--- src/rtl/fixed_point_divider.sv ---
// fixed_point_divider: sequential signed fixed-point divider, radix-2 restoring,
// one quotient bit per clock, saturating result with start/done handshake.
module fixed_point_divider #(
   parameter int N = 16,
   parameter int Q = 8
) (
   input  logic         clk,
   input  logic         rst,
   input  logic         start,
   input  logic [N-1:0] A,
   input  logic [N-1:0] B,
   output logic         busy,
   output logic         done,
   output logic [N-1:0] Result,
   output logic         div_by_zero
);
   localparam int W  = N + Q;
   localparam int CW = (W > 1) ? $clog2(W) : 1;
   localparam logic [W-1:0] POS_LIM = W'((64'd1 << (N - 1)) - 64'd1);
   localparam logic [W-1:0] NEG_LIM = W'(64'd1 << (N - 1));
   localparam logic [N-1:0] MAX_POS = {1'b0, {(N - 1){1'b1}}};
   localparam logic [N-1:0] MIN_NEG = {1'b1, {(N - 1){1'b0}}};

   typedef enum logic [1:0] {IDLE, CALC, DONE} state_t;

   state_t        state_q, state_d;
   logic [CW-1:0] cnt_q, cnt_d;
   logic [W-1:0]  num_q, num_d;
   logic [N-1:0]  rem_q, rem_d;
   logic [N-1:0]  div_q, div_d;
   logic          sign_q, sign_d;
   logic          zero_q, zero_d;
   logic [N-1:0]  result_q, result_d;
   logic          dbz_q, dbz_d;
   logic          done_q, done_d;

   logic [N-1:0]  abs_a, abs_b;
   logic [N:0]    rem_sh;
   logic          ge;
   logic [N-1:0]  sat_res;

   assign abs_a  = A[N-1] ? -A : A;
   assign abs_b  = B[N-1] ? -B : B;
   // num_q doubles as the quotient: numerator bits shift out the top while
   // quotient bits shift in at the bottom
   assign rem_sh = {rem_q, num_q[W-1]};
   assign ge     = rem_sh >= {1'b0, div_q};
   assign sat_res = zero_q ? (sign_q ? MIN_NEG : MAX_POS)
                  : sign_q ? (num_q > NEG_LIM ? MIN_NEG : -num_q[N-1:0])
                  : (num_q > POS_LIM ? MAX_POS : num_q[N-1:0]);

   always_comb begin
      state_d  = state_q;
      cnt_d    = cnt_q;
      num_d    = num_q;
      rem_d    = rem_q;
      div_d    = div_q;
      sign_d   = sign_q;
      zero_d   = zero_q;
      result_d = result_q;
      dbz_d    = dbz_q;
      done_d   = 1'b0;
      case (state_q)
         IDLE: begin
            if (start && !done_q) begin
               state_d = CALC;
               cnt_d   = CW'(W - 1);
               num_d   = W'(abs_a) << Q;
               rem_d   = '0;
               div_d   = abs_b;
               sign_d  = A[N-1] ^ B[N-1];
               zero_d  = (B == '0);
            end
         end
         CALC: begin
            num_d = {num_q[W-2:0], ge};
            rem_d = ge ? rem_sh[N-1:0] - div_q : rem_sh[N-1:0];
            cnt_d = cnt_q - CW'(1);
            if (cnt_q == '0) state_d = DONE;
         end
         DONE: begin
            result_d = sat_res;
            dbz_d    = zero_q;
            done_d   = 1'b1;
            state_d  = IDLE;
         end
         default: state_d = IDLE;
      endcase
   end

   always_ff @(posedge clk or negedge rst) begin
      if (!rst) begin
         state_q  <= IDLE;
         cnt_q    <= '0;
         num_q    <= '0;
         rem_q    <= '0;
         div_q    <= '0;
         sign_q   <= 1'b0;
         zero_q   <= 1'b0;
         result_q <= '0;
         dbz_q    <= 1'b0;
         done_q   <= 1'b0;
      end else begin
         state_q  <= state_d;
         cnt_q    <= cnt_d;
         num_q    <= num_d;
         rem_q    <= rem_d;
         div_q    <= div_d;
         sign_q   <= sign_d;
         zero_q   <= zero_d;
         result_q <= result_d;
         dbz_q    <= dbz_d;
         done_q   <= done_d;
      end
   end

   assign busy        = (state_q != IDLE) || done_q;
   assign done        = done_q;
   assign Result      = result_q;
   assign div_by_zero = dbz_q;

endmodule

--- config.mk ---
export PLATFORM = sky130hd
export DESIGN_NAME = fixed_point_divider
export DESIGN_NICKNAME = d
export VERILOG_FILES = /design/src/rtl/fixed_point_divider.sv
export SDC_FILE = /design/constraint.sdc
export NUM_CORES = 1
export LEC_CHECK = 0
export ABC_CLOCK_PERIOD_IN_PS = 2700
export CAP_MARGIN = 20
export CORE_MARGIN = 2
export CORE_UTILIZATION = 31
export DETAILED_ROUTE_END_ITERATION = 10
export DONT_BUFFER_PORTS = 1
export PLACE_DENSITY_LB_ADDON = 0.05
export SYNTH_ARGS = -nofsm -noshare
export SYNTH_HDL_FRONTEND = slang
export SYNTH_SLANG_ARGS = --single-unit
export TNS_END_PERCENT = 20
--- constraint.sdc ---
create_clock -name clk -period 2.7 [get_ports clk]
set_clock_uncertainty 0.15 [all_clocks]
set_input_delay 0.54 -clock clk [delete_from_list [all_inputs] [get_ports clk]]
set_output_delay 0.54 -clock clk [all_outputs]
set_load 0.02 [all_outputs]
==> results.ini, run 1 <==
[run_status]
outcome = complete, no violations

[logic_synthesis]
synth_top_area_cell = dfrtp_1
async_flop_share_pct = 100
yosysMostFrequentCell = dfrtp_1
synth_nets = 692
syn_area_mm2 = 0.00543
synth-seq-cells = 83
ys_warn_count = 0
synth_top_flop_cell = dfrtp_1
ys_types = 65
synthCells = 635
avgSynthCellArea_um2 = 8.54
synth_edf_count = 0
synth_area_leaders = dfrtp_1 (38%), o21ai_0 (6.3%), ha_1 (4.8%)
synth_top_area_share_pct = 38.3
synth_commonest_cells = dfrtp_1 (83), o21ai_0 (68), nand2_1 (64), nor2_1 (44), inv_1 (31)
synth_seq_area_share_pct = 38.3

[route]
first_iter_violations = 256
routed_via_density = 5.47
route.detailed.drc = 0
totalWireLength_um = 15400
ant_nets = 0
vias = 4799
firstDrtPassIters = 5
wl_per_cell_um = 17.5

[worst_setup_path]
end_kind = flop
arrival_ps = 2640
required_ps = 2800
cp_max_fo = 6
start_kind = flop
critPathKind = flop to flop
ff2ff_path_depth = 8

[place]
io_buffer_count = 0
place_congestion = 0.876
dp_cells = 859
dp_hpwl_um = 11300
placedInstanceArea_mm2 = 0.00582

[final_layout]
drive_above_1_share_pct = 11.2
multi_input_area_mm2 = 0.00318
synthToLayoutAreaGrowth_pct = 15.2
fin_cells = 878
nets = 706
stdcell_area_mm2 = 0.00625
fill_cells = 1815
seq_area_mm2 = 0.00208
diodes = 0

[pwr]
p_comb_share_pct = 55.7
power_w = 0.00857
power_frac_seq_pct = 29.6
p_switching_w = 0.00394
power_density_mw_per_mm2 = 1370
ir_drop_uv = 407
p_leak_nw = 2.59
internal_power_w = 0.00464
swShare_pct = 45.9
power.share.clock_pct = 14.7

[global_route]
grt_pass1_vias = 4648
grt_max_degree = 84
grt_pass1_wl_um = 25100
antenna_found_initial = 0
grtUsageTotal_pct = 17.4
overflow = 0

[die]
die_w_um = 136
io_pins = 54
start_util_pct = 31.6
core_area_mm2 = 0.0172
dieArea_mm2 = 0.0186
die_y_um = 136
num_rows = 48

[sta]
hold_viol = 0
fin_tns_setup_ps = 0
worst_pin_slew_ps = 931
max_freq_mhz = 392
maxSlewViolCount = 0
post-route-period-util_pct = 94.4
period_needed_ps = 2550
rsz0062_at_grt = false
slew_headroom_pct = 37.3
setup_viol = 0

[clocking]
cts_max_path_buffers = 2
clk_latency_ps = 340
cts_tree = built
cts_buffers = 9
htreeDepth = 3
root_buffer = clkbuf_16
cts.sinks = 83
clk_pin_slew_ps = 60

[job]
cap_violations = 0

[min_path]
hold_class = primary input to flop
hold_depth = 1

## per-layer routing
layer	wire [um]	vias to the layer above	part of all wire (%)	global-route usage, %
met4	232	0	1.5	6.08
met1	7260	2308	47	23.7
met3	639	15	4.2	2.57
li1	-	2361	-	-
met2	7230	115	47	28.2
met5	0	-	0	0
## flip-flops by register name (all words and copies together) (netlist names)
| name | count |
|---|---|
| cnt_q | 5 |
| num_q | 24 |
| done | 1 |
| div_q | 16 |
| rem_q | 16 |
| div_by_zero | 1 |
| state_q | 2 |
| Result | 16 |
| zero_q | 1 |
| sign_q | 1 |
## final timing paths
path,slack [ps],endpoint,start
worst max-delay path,150,rem_q[7],rem_q[11]
worst min-delay path,150,zero_q,B[15]
worst max register to register,150,rem_q[7],rem_q[11]
worst min register to register,330,div_q[8],div_q[8]
max in group asynchronous,1430,rem_q[7],rst
min in group asynchronous,620,Result[5],rst
## kinds of logic after synthesis
group / share of synthesized area [%]
AO/OA/AOI/OAI: 23.4
XOR/XNOR: 6.13
adder cells (fa/ha/maj): 5.21
buffers and inverters: 4.94
flip-flops: 38.3
multiplexers: 0.969
AND/OR/NAND/NOR: 21.1
## metrics by stage
stage	hold WS (ps)	util [%]	worst slack, ps
5_1_grt	139	36.4	17.9
2_1_floorplan	94.4	-	308
3_5_place_dp	97.2	33.9	-42.2
6_report	151	36.4	151
4_1_cts	138	35.9	34.1
3_3_place_gp	96.5	33.9	-63.0
## cell type report
cell class,count,share of cell area (%)
multi-input combinational,487,50.9
sequential,83,33.2
timing repair buffer,37,4.81
tap,225,4.51
clock buffer,11,3.89
inverter,31,1.86
clock inverter,4,0.821
## cells in the final DEF (no fill, tap or decap), types with 4 or more instances in the layout
cell       instances
nand3_1           26
a41oi_1            5
xor2_1            26
inv_1             31
nor3_1            26
ha_1              19
a21oi_2            4
o211ai_1          14
dfrtp_1           83
clkbuf_16          9
nand2b_1           9
nand2_1           63
or3_1             13
o41ai_1            7
a22oi_1           15
nand4_1            7
o2111ai_1          4
a211oi_1           4
a31oi_1           10
a21oi_1           21
nor2_1            44
a21o_1             5
nor4_1             4
buf_4             35
o21ai_0           68
and3_1             5
or4_1              6
xnor2_1           12
o31ai_1           13
## power groups by stage
| stage | Sequential (W) | Combinational [W] | Clock, W |
|---|---|---|---|
| final | 0.00254 | 0.00478 | 0.00126 |
| after global routing | 0.00263 | 0.00539 | 0.00136 |
| after CTS | 0.00253 | 0.00462 | 0.00130 |
| after detailed placement | 0.00255 | 0.00457 | 0 |
| after global placement | 0.00254 | 0.00456 | 0 |
| after floorplan | 0.00237 | 0.00338 | 0 |
## timing repair
item | CTS | global route
hold endpoints to repair | 83 | 0
pin swaps | 0 | 1
setup buffers | 0 | 1
resized for setup | 1 | 12
setup endpoints to repair | 3 | 20
cloned | 0 | 1
hold buffers | 2 | 0
## worst max-delay path: stages (launching register included)
cell and delay, ps:
dfrtp_1 400, ha_1 400, nand2_1 120, or3_4 410
a31oi_4 170, o2111a_2 340, buf_4 170, nor3_1 40
o31ai_1 230
(Power assumes the default switching activity.)
==> run 2: changes to the inputs <==
--- a/config.mk
+++ b/config.mk
@@ -5,7 +5,7 @@
 export SDC_FILE = /design/constraint.sdc
 export NUM_CORES = 1
 export LEC_CHECK = 0
-export ABC_CLOCK_PERIOD_IN_PS = 2700
+export ABC_CLOCK_PERIOD_IN_PS = 2300
 export CAP_MARGIN = 20
 export CORE_MARGIN = 2
 export CORE_UTILIZATION = 31
==> constraint.sdc (replaced) <==
create_clock -name clk -period 2.3 [get_ports clk]
set_clock_uncertainty 0.15 [all_clocks]
set_input_delay 0.46 -clock clk [delete_from_list [all_inputs] [get_ports clk]]
set_output_delay 0.46 -clock clk [all_outputs]
set_load 0.02 [all_outputs]
==> results.ini, run 2 (synthesized netlist as in run 1, its figures left out) <==
[pwr]
p_leak_nw = 2.90
power_density_mw_per_mm2 = 1680
power_w = 0.0116
ir_drop_uv = 563

[sta]
slew_headroom_pct = 61.5
period_needed_ps = 2390
holdWs_ps = -351
hold_viol = 83
max_freq_mhz = 418
maxSlewViolCount = 0
fin_tns_setup_ps = -609
rsz0062_at_grt = true
setup_viol = 12
worst_pin_slew_ps = 574
fin_ws_ps = -90.3
post-route-period-util_pct = 104

[route]
route.detailed.drc = 0
first_iter_violations = 270
firstDrtPassIters = 5
vias = 5049
routed_via_density = 5.38
totalWireLength_um = 16200
wl_per_cell_um = 17.3
ant_nets = 0

[final_layout]
final_common_cell = buf_4
nets = 765
final_util_pct = 40.0
diodes = 0
synthToLayoutAreaGrowth_pct = 26.8
largest_reg_flops = 24
drive_above_1_share_pct = 22.4
regMostFlops = num_q
final_cell_mix = buf_4 (92), dfrtp_1 (83), o21ai_0 (62), nand2_1 (62), nor2_1 (44)

[min_path]
hold_class = primary input to async pin

[worst_setup_path]
reg2reg_slack_ps = -90
required_ps = 2400
critical-path-top-delay-family = compound AO/OA/AOI/OAI gates
path_cells = ha_4 -> nand4_1 -> or3_4 -> a31oi_4 -> o2111a_2 -> o21ai_1 -> buf_4 -> o211ai_1
end_kind = flop
cp_max_fo = 5
arrival_ps = 2490
critPathMaxStageDelay_ps = 430
cpMaxStageDelayCell = dfrtp_1
start_kind = flop
worst-path-buf-inv = 1
critPathKind = flop to flop

[clocking]
cts_buffers = 9
cts.sinks = 83
root_buffer = clkbuf_16
htreeDepth = 3
cts_max_path_buffers = 2
clk_latency_ps = 350
clk_pin_slew_ps = 70
cts_tree = built

[place]
dp_hpwl_um = 12000
place_congestion = 0.887
io_buffer_count = 0

[global_route]
grtUsageTotal_pct = 18.6
antenna_found_initial = 0
grt_max_degree = 84
grt_pass1_wl_um = 26900
grt_pass1_vias = 5008
overflow = 0

[die]
die_w_um = 136
die_y_um = 136
dieArea_mm2 = 0.0186
start_util_pct = 31.6
io_pins = 54
core_area_mm2 = 0.0172
num_rows = 48

[run_status]
violations = negative hold slack, negative setup slack
outcome = complete, but fails checks

[job]
cap_violations = 0

## run 2: cell count changes in the layout (fill, tap and decap cells not counted), sizes merged
cell	before	now
o2111a	3	2
bufinv	1	2
clkinv	2	0
buf	36	97
clkbuf	11	10
inv	31	33
clkinvlp	1	2
dlygate4sd3	1	0
## run 2: cell type report
| class | count | area, um2 |
|---|---|---|
| multi-input combinational | 486 | 3320 |
| inverter | 31 | 116 |
| tap | 225 | 282 |
| sequential | 83 | 2080 |
| timing repair buffer | 97 | 747 |
| fill | 1801 | 10300 |
| clock buffer | 10 | 239 |
| clock inverter | 6 | 95.1 |
## run 2: final timing paths
check,start,end,cells past startpoint
setup / recovery,rem_q[8],rem_q[12],8
hold / removal,rst,Result[5],0
setup reg to reg,rem_q[8],rem_q[12],8
hold reg to reg,div_q[12],div_q[12],2
max in group asynchronous,rst,rem_q[9],0
min in group clk,B[15],zero_q,1
## run 2: report_power, final
group	internal [W]	leakage [nW]	switching (W)	total (W)
Sequential	0.00217	1.03	0.000740	0.00291
Clock	0.000993	0.157	0.000642	0.00163
Combinational	0.00336	1.70	0.00367	0.00703
Total	0.00652	2.90	0.00505	0.0116
## run 2: metrics by stage
| stage | setup WS [ps] | cells | instance area [um2] | hold WS, ps |
|---|---|---|---|---|
| final | -90.3 | 938 | 6880 | -351 |
| after detailed placement | -159 | 916 | 6340 | 16.7 |
| after global placement | -183 | 915 | 6330 | 16.4 |
| after CTS | -102 | 938 | 6830 | -362 |
| after global routing | -178 | 938 | 6880 | -367 |
| after floorplan | 11.3 | 635 | 5510 | 14.4 |
## run 2: routing by layer
metal | global-route usage (%) | routed length (um)
met3 | 2.80 | 583
met1 | 27.7 | 8280
met4 | 6.66 | 281
met2 | 27.0 | 7070
met5 | 0 | 0
## run 2: timing repair
item	in CTS	in global routing
endpoints found under the setup margin	20	27
pin swaps	17	16
gates resized for setup	23	15
setup buffers	6	0
endpoints found under the hold margin	83	83
cloned	0	0
==> run 3: changes to the inputs <==
--- a/config.mk
+++ b/config.mk
@@ -5,7 +5,7 @@
 export SDC_FILE = /design/constraint.sdc
 export NUM_CORES = 1
 export LEC_CHECK = 0
-export ABC_CLOCK_PERIOD_IN_PS = 2300
+export ABC_CLOCK_PERIOD_IN_PS = 2600
 export CAP_MARGIN = 20
 export CORE_MARGIN = 2
 export CORE_UTILIZATION = 31
==> constraint.sdc (replaced) <==
create_clock -name clk -period 2.6 [get_ports clk]
set_clock_uncertainty 0.15 [all_clocks]
set_input_delay 0.52 -clock clk [delete_from_list [all_inputs] [get_ports clk]]
set_output_delay 0.52 -clock clk [all_outputs]
set_load 0.02 [all_outputs]
==> results.ini, run 3 (synthesized netlist as in run 1, its figures left out) <==
[route]
first_iter_violations = 286
totalWireLength_um = 16000
vias = 4839
route.detailed.drc = 0
routed_via_density = 5.45
ant_nets = 0
firstDrtPassIters = 4
wl_per_cell_um = 18.0

[worst_setup_path]
cp_common_cell = buf_4
reg2reg_slack_ps = 120
start_kind = flop
critical-path-top-delay-family = compound AO/OA/AOI/OAI gates
ff2ff_path_depth = 9
arrival_ps = 2530
critPathKind = flop to flop
cpMaxStageDelayCell = dfrtp_1
end_kind = flop
worst-path-buf-inv = 2
cp_max_fo = 8
critPathMaxStageDelay_ps = 400
r2r_start = rem_q[9]
path_cells = ha_1 -> buf_4 -> a21oi_1 -> o21ai_0 -> a21o_1 -> o2111a_2 -> buf_4 -> o41ai_1 -> a31oi_1
r2r-end = rem_q[14]
required_ps = 2650

[sta]
worst_pin_slew_ps = 991
holdWs_ps = -295
rsz0062_at_grt = true
max_freq_mhz = 403
fin_tns_setup_ps = 0
slew_headroom_pct = 33.3
period_needed_ps = 2480
maxSlewViolCount = 0
setup_viol = 0
hold_viol = 83
post-route-period-util_pct = 95.4

[global_route]
grt_pass1_wl_um = 26400
grt_max_degree = 84
antenna_found_initial = 0
grtUsageTotal_pct = 18.2
grt_pass1_vias = 4838
overflow = 0

[final_layout]
drive_above_1_share_pct = 14.2
fill_cells = 1838
fin_cells = 888
final_cell_mix = dfrtp_1 (82), o21ai_0 (67), nand2_1 (62), buf_4 (46), nor2_1 (44)
diodes = 0
largest_reg_flops = 24
regMostFlops = num_q
final_common_cell = dfrtp_1
stdcell_area_mm2 = 0.00637
nets = 715
synthToLayoutAreaGrowth_pct = 17.4

[place]
dp_cells = 866
dp_hpwl_um = 11500
placedInstanceArea_mm2 = 0.00588
io_buffer_count = 0
place_congestion = 0.853

[clocking]
clk_latency_ps = 350
cts_buffers = 9
htreeDepth = 3
root_buffer = clkbuf_16
cts.sinks = 83
cts_max_path_buffers = 2
cts_tree = built
clk_pin_slew_ps = 70

[die]
start_util_pct = 31.6
die_w_um = 136
core_area_mm2 = 0.0172
die_y_um = 136
io_pins = 54
num_rows = 48
dieArea_mm2 = 0.0186

[pwr]
power_density_mw_per_mm2 = 1450
internal_power_w = 0.00504
power_w = 0.00920
p_switching_w = 0.00417
power_frac_seq_pct = 28.7
p_comb_share_pct = 56.8
p_leak_nw = 2.63
ir_drop_uv = 495
power.share.clock_pct = 14.5
swShare_pct = 45.3

[run_status]
outcome = complete, but fails checks
violations = negative hold slack

[job]
cap_violations = 0

[min_path]
hold_class = primary input to async pin

-- run 3: cell count changes in the layout (fill, tap and decap cells not counted), moves of 2 or more --
cell | before | now
buf_4 | 92 | 46
buf_6 | 5 | 0
ha_1 | 11 | 16
o21ai_0 | 62 | 67
o21ai_1 | 8 | 3
ha_4 | 8 | 4
o2111ai_1 | 0 | 4
o2111ai_2 | 3 | 0
a21oi_1 | 20 | 22
a21oi_2 | 5 | 3
clkinv_4 | 0 | 2
o41ai_1 | 5 | 7
o41ai_2 | 2 | 0
-- run 3: stage by stage --
step           setup slack [ps]  utilization [%]  hold WS, ps
6_report                    119             37.1         -295
5_1_grt                   -42.0             37.1         -311
4_1_cts                    15.3             36.2         -304
3_3_place_gp               -190             34.2         76.4
3_5_place_dp               -176             34.2         77.0
2_1_floorplan               208                -         74.4
-- run 3: final cells by class --
type | count | area, um2 | area share (%)
flip-flops and latches | 83 | 2080 | 32.6
multi-input cells | 486 | 3220 | 50.6
inverters | 31 | 116 | 1.83
repair buffers | 47 | 365 | 5.74
well taps | 225 | 282 | 4.42
clock buffers | 11 | 243 | 3.81
clock inverters | 5 | 62.6 | 0.983
-- run 3: power groups by stage --
stage | Combinational [W] | Sequential [W] | Clock [W]
after floorplan | 0.00351 | 0.00246 | 0
final | 0.00522 | 0.00264 | 0.00134
after detailed placement | 0.00494 | 0.00264 | 0
after global routing | 0.00589 | 0.00274 | 0.00143
after global placement | 0.00493 | 0.00262 | 0
after CTS | 0.00500 | 0.00263 | 0.00138
-- run 3: worst max-delay path by stage --
| stage | cells after the start | startpoint | slack, ps | to |
|---|---|---|---|---|
| final | 9 | rem_q[9] | 120 | rem_q[14] |
| after global routing | 10 | num_q[23] | -40 | rem_q[14] |
| after CTS | 8 | rem_q[9] | 20 | rem_q[12] |
| after detailed placement | 8 | num_q[0] | -180 | Result[12] |
| after global placement | 8 | num_q[0] | -190 | Result[6] |
| after floorplan | 8 | rem_q[7] | 210 | rem_q[8] |
-- run 3: repair_timing --
action / CTS / global route
setup buffers: 0 / 6
endpoints found under the hold margin: 83 / 83
setup endpoints to repair: 11 / 24
pin swaps: 0 / 8
resized for setup: 5 / 19
-- run 3: routing by layer --
layer	up-vias	GRT usage [%]	share of wire (%)
met5	-	0	0
met4	0	5.27	1.1
met3	11	2.65	3.5
met2	84	29.5	47
met1	2371	25.3	49
li1	2373	-	-
